[src/rtl/clmul_unit_pkg.sv]
// Shared types and iteration constants for the carry-less multiply unit.
// Define CLMUL_FAST_EN to process 4 bits of rs2 per cycle instead of 1.
package clmul_unit_pkg;

  typedef enum logic [1:0] {
    CLMUL  = 2'b00,
    CLMULH = 2'b01,
    CLMULR = 2'b10,
    RSVD   = 2'b11
  } clmul_op_e;

  typedef enum logic [1:0] {
    IDLE = 2'b00,
    BUSY = 2'b01,
    DONE = 2'b10
  } clmul_state_e;

`ifdef CLMUL_FAST_EN
  localparam int ITER_BITS = 4;
`else
  localparam int ITER_BITS = 1;
`endif
  localparam int N_ITER = 32 / ITER_BITS;
  localparam int CNT_W  = $clog2(N_ITER);
  localparam int OFF_W  = 5;

  // Picks the architectural result out of the full 64-bit product.
  function automatic logic [31:0] clmul_select(input logic [63:0] p, input clmul_op_e op);
    case (op)
      CLMUL:   return p[31:0];
      CLMULH:  return p[63:32];
      CLMULR:  return p[62:31];
      default: return 32'h0;
    endcase
  endfunction

endpackage

[src/rtl/clmul_unit_step.sv]
// One iteration of the shift-and-xor carry-less multiply: folds ITER_BITS bits
// of the multiplier, starting at bit offset_i, into the accumulator.
module clmul_step
  import clmul_unit_pkg::*;
(
  input  logic [63:0]          acc_i,
  input  logic [31:0]          a_i,
  input  logic [ITER_BITS-1:0] b_bits_i,
  input  logic [OFF_W-1:0]     offset_i,
  output logic [63:0]          acc_o
);

  always_comb begin
    acc_o = acc_i;
    for (int i = 0; i < ITER_BITS; i++) begin
      if (b_bits_i[i]) begin
        acc_o = acc_o ^ ({32'h0, a_i} << (offset_i + OFF_W'(i)));
      end
    end
  end

endmodule

[src/rtl/clmul_unit.sv]
// Iterative carry-less multiplier (clmul/clmulh/clmulr) with a valid/ready
// issue port, a held writeback result, and flush. Speed set by CLMUL_FAST_EN.
module clmul_unit
  import clmul_unit_pkg::*;
(
  input  logic        cpu_clock_i,
  input  logic        cpu_resetn_i,
  input  logic        valid_i,
  output logic        ready_o,
  input  logic [31:0] a_i,
  input  logic [31:0] b_i,
  input  logic [1:0]  op_i,
  input  logic [5:0]  tag_i,
  output logic        valid_o,
  input  logic        result_ready_i,
  output logic [31:0] result_o,
  output logic [5:0]  tag_o,
  input  logic        flush_i
);

  clmul_state_e     state_q, state_d;
  logic [31:0]      a_q, a_d;
  logic [31:0]      b_q, b_d;
  clmul_op_e        op_q, op_d;
  logic [5:0]       tag_q, tag_d;
  logic [63:0]      acc_q, acc_d;
  logic [CNT_W-1:0] cnt_q, cnt_d;

  logic [OFF_W-1:0] offset;
  logic [63:0]      step_acc;

  assign offset = OFF_W'(cnt_q) * OFF_W'(ITER_BITS);

  clmul_step u_step (
    .acc_i    (acc_q),
    .a_i      (a_q),
    .b_bits_i (b_q[offset +: ITER_BITS]),
    .offset_i (offset),
    .acc_o    (step_acc)
  );

  always_comb begin
    state_d = state_q;
    a_d     = a_q;
    b_d     = b_q;
    op_d    = op_q;
    tag_d   = tag_q;
    acc_d   = acc_q;
    cnt_d   = cnt_q;
    case (state_q)
      IDLE: begin
        if (valid_i) begin
          a_d     = a_i;
          b_d     = b_i;
          op_d    = clmul_op_e'(op_i);
          tag_d   = tag_i;
          acc_d   = 64'h0;
          cnt_d   = '0;
          state_d = BUSY;
        end
      end
      BUSY: begin
        acc_d = step_acc;
        cnt_d = cnt_q + 1'b1;
        if (cnt_q == CNT_W'(N_ITER - 1)) begin
          state_d = DONE;
        end
      end
      DONE: begin
        if (result_ready_i) begin
          state_d = IDLE;
        end
      end
      default: state_d = IDLE;
    endcase
    // Flush outranks both acceptance and the writeback handshake.
    if (flush_i) begin
      state_d = IDLE;
      acc_d   = 64'h0;
      cnt_d   = '0;
    end
  end

  always_ff @(posedge cpu_clock_i) begin
    if (!cpu_resetn_i) begin
      state_q <= IDLE;
      a_q     <= 32'h0;
      b_q     <= 32'h0;
      op_q    <= CLMUL;
      tag_q   <= 6'h0;
      acc_q   <= 64'h0;
      cnt_q   <= '0;
    end else begin
      state_q <= state_d;
      a_q     <= a_d;
      b_q     <= b_d;
      op_q    <= op_d;
      tag_q   <= tag_d;
      acc_q   <= acc_d;
      cnt_q   <= cnt_d;
    end
  end

  assign ready_o  = (state_q == IDLE);
  assign valid_o  = (state_q == DONE);
  assign result_o = valid_o ? clmul_select(acc_q, op_q) : 32'h0;
  assign tag_o    = tag_q;

endmodule
[config.mk]
export PLATFORM = sky130hd
export DESIGN_NAME = clmul_unit
export DESIGN_NICKNAME = d
export VERILOG_FILES = /design/src/rtl/clmul_unit_pkg.sv /design/src/rtl/clmul_unit_step.sv /design/src/rtl/clmul_unit.sv
export SDC_FILE = /design/constraint.sdc
export NUM_CORES = 1
export LEC_CHECK = 0
export ABC_AREA = 1
export BUFFER_PORTS_ARGS = -buffer_cell sky130_fd_sc_hd__buf_2
export CAP_MARGIN = 20
export CORE_ASPECT_RATIO = 1.5
export CORE_UTILIZATION = 51
export DETAILED_ROUTE_END_ITERATION = 12
export PLACE_DENSITY = 0.67
export SKIP_LAST_GASP = 1
export SYNTH_ARGS = -nofsm -noshare
export SYNTH_HDL_FRONTEND = slang
export SYNTH_SLANG_ARGS = --single-unit
export TNS_END_PERCENT = 50
[constraint.sdc]
create_clock -name cpu_clock_i -period 3.3 [get_ports cpu_clock_i]
set_input_delay 0.66 -clock cpu_clock_i [delete_from_list [all_inputs] [get_ports cpu_clock_i]]
set_output_delay 0.66 -clock cpu_clock_i [all_outputs]
set_load 0.005 [all_outputs]
* After elaboration in Yosys (flattened, before gate mapping)
Cells that the tools add are included.
** Word-level totals
- Register bits after elaboration :: 143
- Input bits :: 77
- Output and inout port bits :: 40
- Word-level logic and storage cells :: 40
** Cells by class
- $add $sub $neg :: 1
- Equal/unequal tests :: 9
- Shift-type cells :: 2
- Multiplexer cells :: 11
- Bitwise gates (word level) :: 2
- Reductions and logical operators :: 8
** Operators with widths (count)
- two-way mux 64 bit :: 2
- case mux 64 bit (2 select lines) :: 1
- case mux 32 bit (3 select lines) :: 1
- left shift 32 x 5 -> 64 bit :: 1
- XOR 64 bit :: 1
- two-way mux 32 bit :: 1
- variable part select 32 x 6 -> 1 bit :: 1
- case mux 5 bit (2 select lines) :: 1
- two-way mux 2 bit :: 3
- case mux 2 bit (3 select lines) :: 1
- AND reduction 3 bit :: 2
- adder 5 x 1 -> 5 bit (second input constant) :: 1
- == test 5 bit (second input constant) :: 1
- two-way mux 5 bit :: 1
- == test 2 x 1 -> 1 bit (second input constant) :: 2
- == test 2 bit (second input constant) :: 2
- logical NOT 2 bit :: 2
- inequality test 2 x 1 -> 1 bit (second input constant) :: 2
- inequality test 2 bit (second input constant) :: 2
- AND reduction 2 bit :: 2
- nonzero test 2 bit :: 1
- OR reduction 2 bit :: 1
- NOT 1 bit :: 1

* Logic depth before layout (Yosys ltp)
- Depth in word-level cells :: 4
- Depth in mapped cells :: 16
- Gate-level depth less buffers :: 14

* Hierarchy
Synthesis repeated with hierarchy kept, for this count alone.
** Second synthesis, totals
- Cell total of the unflattened synthesis :: 1556
- Area, all modules :: 9265.1 um2
** Modules (own cells, without submodules)
- clmul_unit :: times used 1, cells each 924, area each 6226.0 um2, seq. area each 2862.7 um2
- clmul_step :: times used 1, cells each 632, area each 3039.2 um2, seq. area each 0.0 um2

* Worst setup path after synthesis
Ideal clock, no wire load.
- Path type :: flip-flop to output port
- Start point :: register op_q[1]
- End point :: output result_o[10]
- Arrival :: 1236 ps
- Data required time :: 2640 ps
- Path slack :: 1404 ps
- Cell stages (with the launch flop) :: 8
- Buffers on the path :: 2
- Cell sequence :: dfxtp_1 clkbuf_1 nor2_1 inv_1 clkbuf_1 o22ai_1 o21ai_0 inv_1
** Between the ends
- Cells in the longest elaborated chain, start to end :: 3
- Elaborated cells between the ends (all ways) :: 5
- Those cells by class :: 2 x eq/ne; 2 x mux; 1 x reduce/logical
** Ends and longest elaborated chain
- start, declared :: line clmul_unit.sv:24 : clmul_op_e op_q, op_d;
- start signal, assigned :: line clmul_unit.sv:97 : op_q <= op_d;
- == test 2 bit (tied with other cells) :: line clmul_unit_pkg.sv:29 : case (op)
- case mux 32 bit (3 select lines) * :: line clmul_unit_pkg.sv:29
- two-way mux 32 bit * :: line clmul_unit.sv:106 : assign result_o = valid_o ? clmul_select(acc_q, op_q) : 32'h0;
- end, declared :: line clmul_unit.sv:16 : output logic [31:0] result_o,
Every way passes the cells marked *; elsewhere a longest branch is shown, timed or not.

* Final worst setup path
- Start point :: register cnt_q[0]
- End point :: register acc_q[17]
** Between the ends
- Cells in the longest elaborated chain, start to end :: 4
- Elaborated cells between the ends (all ways) :: 7
- Those cells by class :: 1 x eq/ne; 2 x shift; 2 x mux; 1 x bitwise; 1 x reduce/logical
** Ends and longest elaborated chain
- start, declared :: line clmul_unit.sv:27 : logic [CNT_W-1:0] cnt_q, cnt_d;
- start signal, assigned :: line clmul_unit.sv:100 : cnt_q <= cnt_d;
- left shift 32 x 5 -> 64 bit :: line clmul_unit_step.sv:17 : acc_o = acc_o ^ ({32'h0, a_i} << (offset_i + OFF_W'(i)));
- XOR 64 bit :: line clmul_unit_step.sv:17
- two-way mux 64 bit :: line clmul_unit_step.sv:16 : if (b_bits_i[i]) begin
- case mux 64 bit (2 select lines) :: line clmul_unit.sv:50 : case (state_q)
- end signal, assigned :: line clmul_unit.sv:91 : acc_q <= 64'h0;
- end signal, assigned :: line clmul_unit.sv:99 : acc_q <= acc_d;
- end, declared :: line clmul_unit.sv:26 : logic [63:0] acc_q, acc_d;
Several ways; a longest one is shown, not always the timed one. The select of a mux whose other input is x is not followed.
A chain may end at the register's enable or synchronous reset.

==> flow_metrics.py <==
metrics = {
    "run_status": {
        "outcome": "finished, final reports clean",
    },
    "drt": {
        "wl_mm": 32.0,
        "vias_per_cell": 5.60,
        "first_pass_iters": 5,
        "drc": 0,
        "wl_per_cell_um": 16.3,
        "routed-via-count": 11004,
        "drtAntennaViolNets": 0,
        "drt_iter0_drc": 944,
    },
    "floorplanning": {
        "die-width_um": 114,
        "num_rows": 61,
        "initial_core_util": 0.520,
        "dieArea_sq_mm": 0.0194,
        "ios": 117,
        "fp.dieH_um": 170,
        "core_area_sq_mm": 0.0185,
    },
    "timing": {
        "fin_hold_ws_ps": 475,
        "tightest_slew_ps": 754,
        "fin_skew_ps": 10.1,
        "fin_setup_tns_ps": 0,
        "timing.final.crit_share": 0.787,
        "max_slew_margin": 0.497,
        "finalSetupViolCount": 0,
        "slew_viol_final": 0,
        "finalCriticalPeriod_ps": 2600,
        "rsz0062_at_grt": "false",
        "fmax_mhz": 385,
        "finalHoldViolCount": 0,
    },
    "logic_synthesis": {
        "async_flop_share": 0,
        "syn_area_sq_mm": 0.00960,
        "synthDistinctLibCells": 29,
        "ys_ff_latch": 142,
        "ys_seq_area_frac": 0.296,
        "synth.area.top_cells": "dfxtp_1 30%, nand3_1 21%, nand2_1 15%",
        "yosysTopAreaCellShare": 0.296,
        "synth_top_area_cell": "dfxtp_1",
        "synth_most_common_cell": "nand3_1",
        "synth_warnings": 0,
        "syn_inst": 1663,
        "syn_avg_cell_area_sq_um": 5.77,
        "synth_common_cells": "405 x nand3_1, 381 x nand2_1, 250 x nor2_1",
        "synth_nets": 1742,
        "synth-main-ff-cell": "dfxtp_1",
        "synth-edff-count": 0,
    },
    "worst_hold_path": {
        "worstHoldPathType": "input port to flop",
        "hold_path.startpoint": "b_i[26]",
    },
    "global_route": {
        "grt_pass1_wl_mm": 50.9,
        "grt_max_degree": 73,
        "grt_overflow": 0,
        "grtUsageTotal": 0.338,
        "antenna_found_initial": 0,
        "grt_pass1_vias": 9644,
    },
    "worst_setup_path": {
        "worstSetupStartpoint": "cnt_q[0]",
        "worstSetupStartpointType": "flop",
        "critPathArrivalTime_ps": 2920,
        "cp-end-kind": "flop",
        "crit_required_ps": 3620,
        "critPathKind": "flop to flop",
        "critPathMaxFanout": 59,
        "ff2ff_setup_slack_ps": 700,
        "crit_path_end": "acc_q[17]",
        "r2r-end": "acc_q[17]",
        "reg2regPathDepth": 14,
        "r2r_start": "cnt_q[0]",
    },
    "finish": {
        "nets": 1781,
        "antenna_cells": 0,
        "area_delta_synth_final_pct": 11.9,
        "drive_gt1_frac": 0.106,
    },
    "power_and_ir_drop": {
        "leakage_nw": 5.24,
        "max-vdd-ir-drop_v": 0.000464,
        "power_density_mw_per_mm2": 440,
        "p_total_mw": 4.72,
    },
    "clock_tree": {
        "h-tree-depth": 4,
        "cts.repair.resized": 0,
        "clk_latency_ps": 440,
        "clkTransAtPathRegs_ps": 60,
        "cts_tree": "yes",
        "clockBufferDepth": 2,
        "post-cts-setup-buffers": 0,
        "numCtsBuffers": 17,
        "cts.sinks": 142,
        "root_buffer": "clkbuf_16",
        "hold_buffers": 0,
    },
    "job": {
        "maxCapViolCount": 0,
    },
    "place": {
        "gp_congestion": 0.897,
        "io_buffers": 116,
        "place_hpwl_mm": 22.4,
    },
}
-- cells in the final DEF (no fill, tap or decap), drive strengths merged --
cell type	netlist	final
a21boi	1	1
a31oi	3	3
nand2	382	382
nand3	406	406
ha	2	2
o21ai	109	109
dfxtp	142	142
nand4	15	15
clkinv	2	3
o22ai	29	29
xor2	2	2
a21oi	18	18
buf	57	140
nor3	36	36
a211oi	1	1
inv	141	142
nor2	250	250
o221ai	1	1
bufinv	0	5
a221oi	2	2
o21a	1	1
clkbuf	63	23
-- cell type report --
cell class	instances	area (sq um)
Clock buffer	23	468
Clock inverter	7	160
Fill cell	1958	7730
Inverter	143	539
Multi-Input combinational cell	1258	5640
Sequential cell	142	2840
Tap cell	252	315
Timing Repair Buffer	140	773
-- worst min path at each step --
| stage | slack (ps) | end | cells past startpoint |
|---|---|---|---|
| after CTS | 470 | b_q[9] | 3 |
| final | 480 | b_q[26] | 3 |
| after detailed placement | 470 | tag_o[0] | 2 |
| after global placement | 460 | tag_o[4] | 2 |
| after global routing | 480 | tag_o[3] | 3 |
| after floorplan | 450 | b_q[27] | 2 |
-- where the power goes --
group	leakage, nW	internal [mW]	switching, mW
combinational	3.76	0.239	0.485
clock	0.307	1.37	0.745
sequential	1.17	1.82	0.0661
-- routing by layer --
metal	track usage	up-vias	wire length [um]
met5	0	-	0
met4	0.200	0	1710
met3	0.0630	77	2140
met2	0.551	402	14900
met1	0.413	5007	13300
li1	-	5518	-
-- sequential cells by signal, summed over array words and instances, names as in the netlist --
signal   flops
cnt_q        5
op_q         2
tag_o        6
b_q         32
state_q      2
acc_q       63
a_q         32
-- stage by stage --
step | area [sq um] | setup WS, ps | instances | utilization
2_1_floorplan | 9600 | 1400 | 1663 | -
4_1_cts | 10700 | 726 | 1965 | 0.582
3_5_place_dp | 10100 | 756 | 1935 | 0.548
3_3_place_gp | 10100 | 817 | 1935 | 0.548
5_1_grt | 10700 | 491 | 1965 | 0.582
6_report | 10700 | 704 | 1965 | 0.582
-- cells by family after synthesis --
logic type	synth area share
buffers and inverters	0.118
XOR/XNOR	0.00183
flip-flops	0.296
AND/OR/NAND/NOR	0.488
AO/OA/AOI/OAI	0.0933
adder cells (fa/ha/maj)	0.00261
-- worst max-delay path, cell delays in order (launching register included) --
cell	delay [ps]
dfxtp_1	310
buf_4	200
inv_4	390
nand2_1	100
nand3_1	90
nand3_1	80
nand2_1	80
nand2_1	50
nand3_1	80
nand3_2	100
nand2_2	410
buf_12	340
nand2_1	100
inv_1	70
nor2_1	40
(Power assumes the default switching activity.)
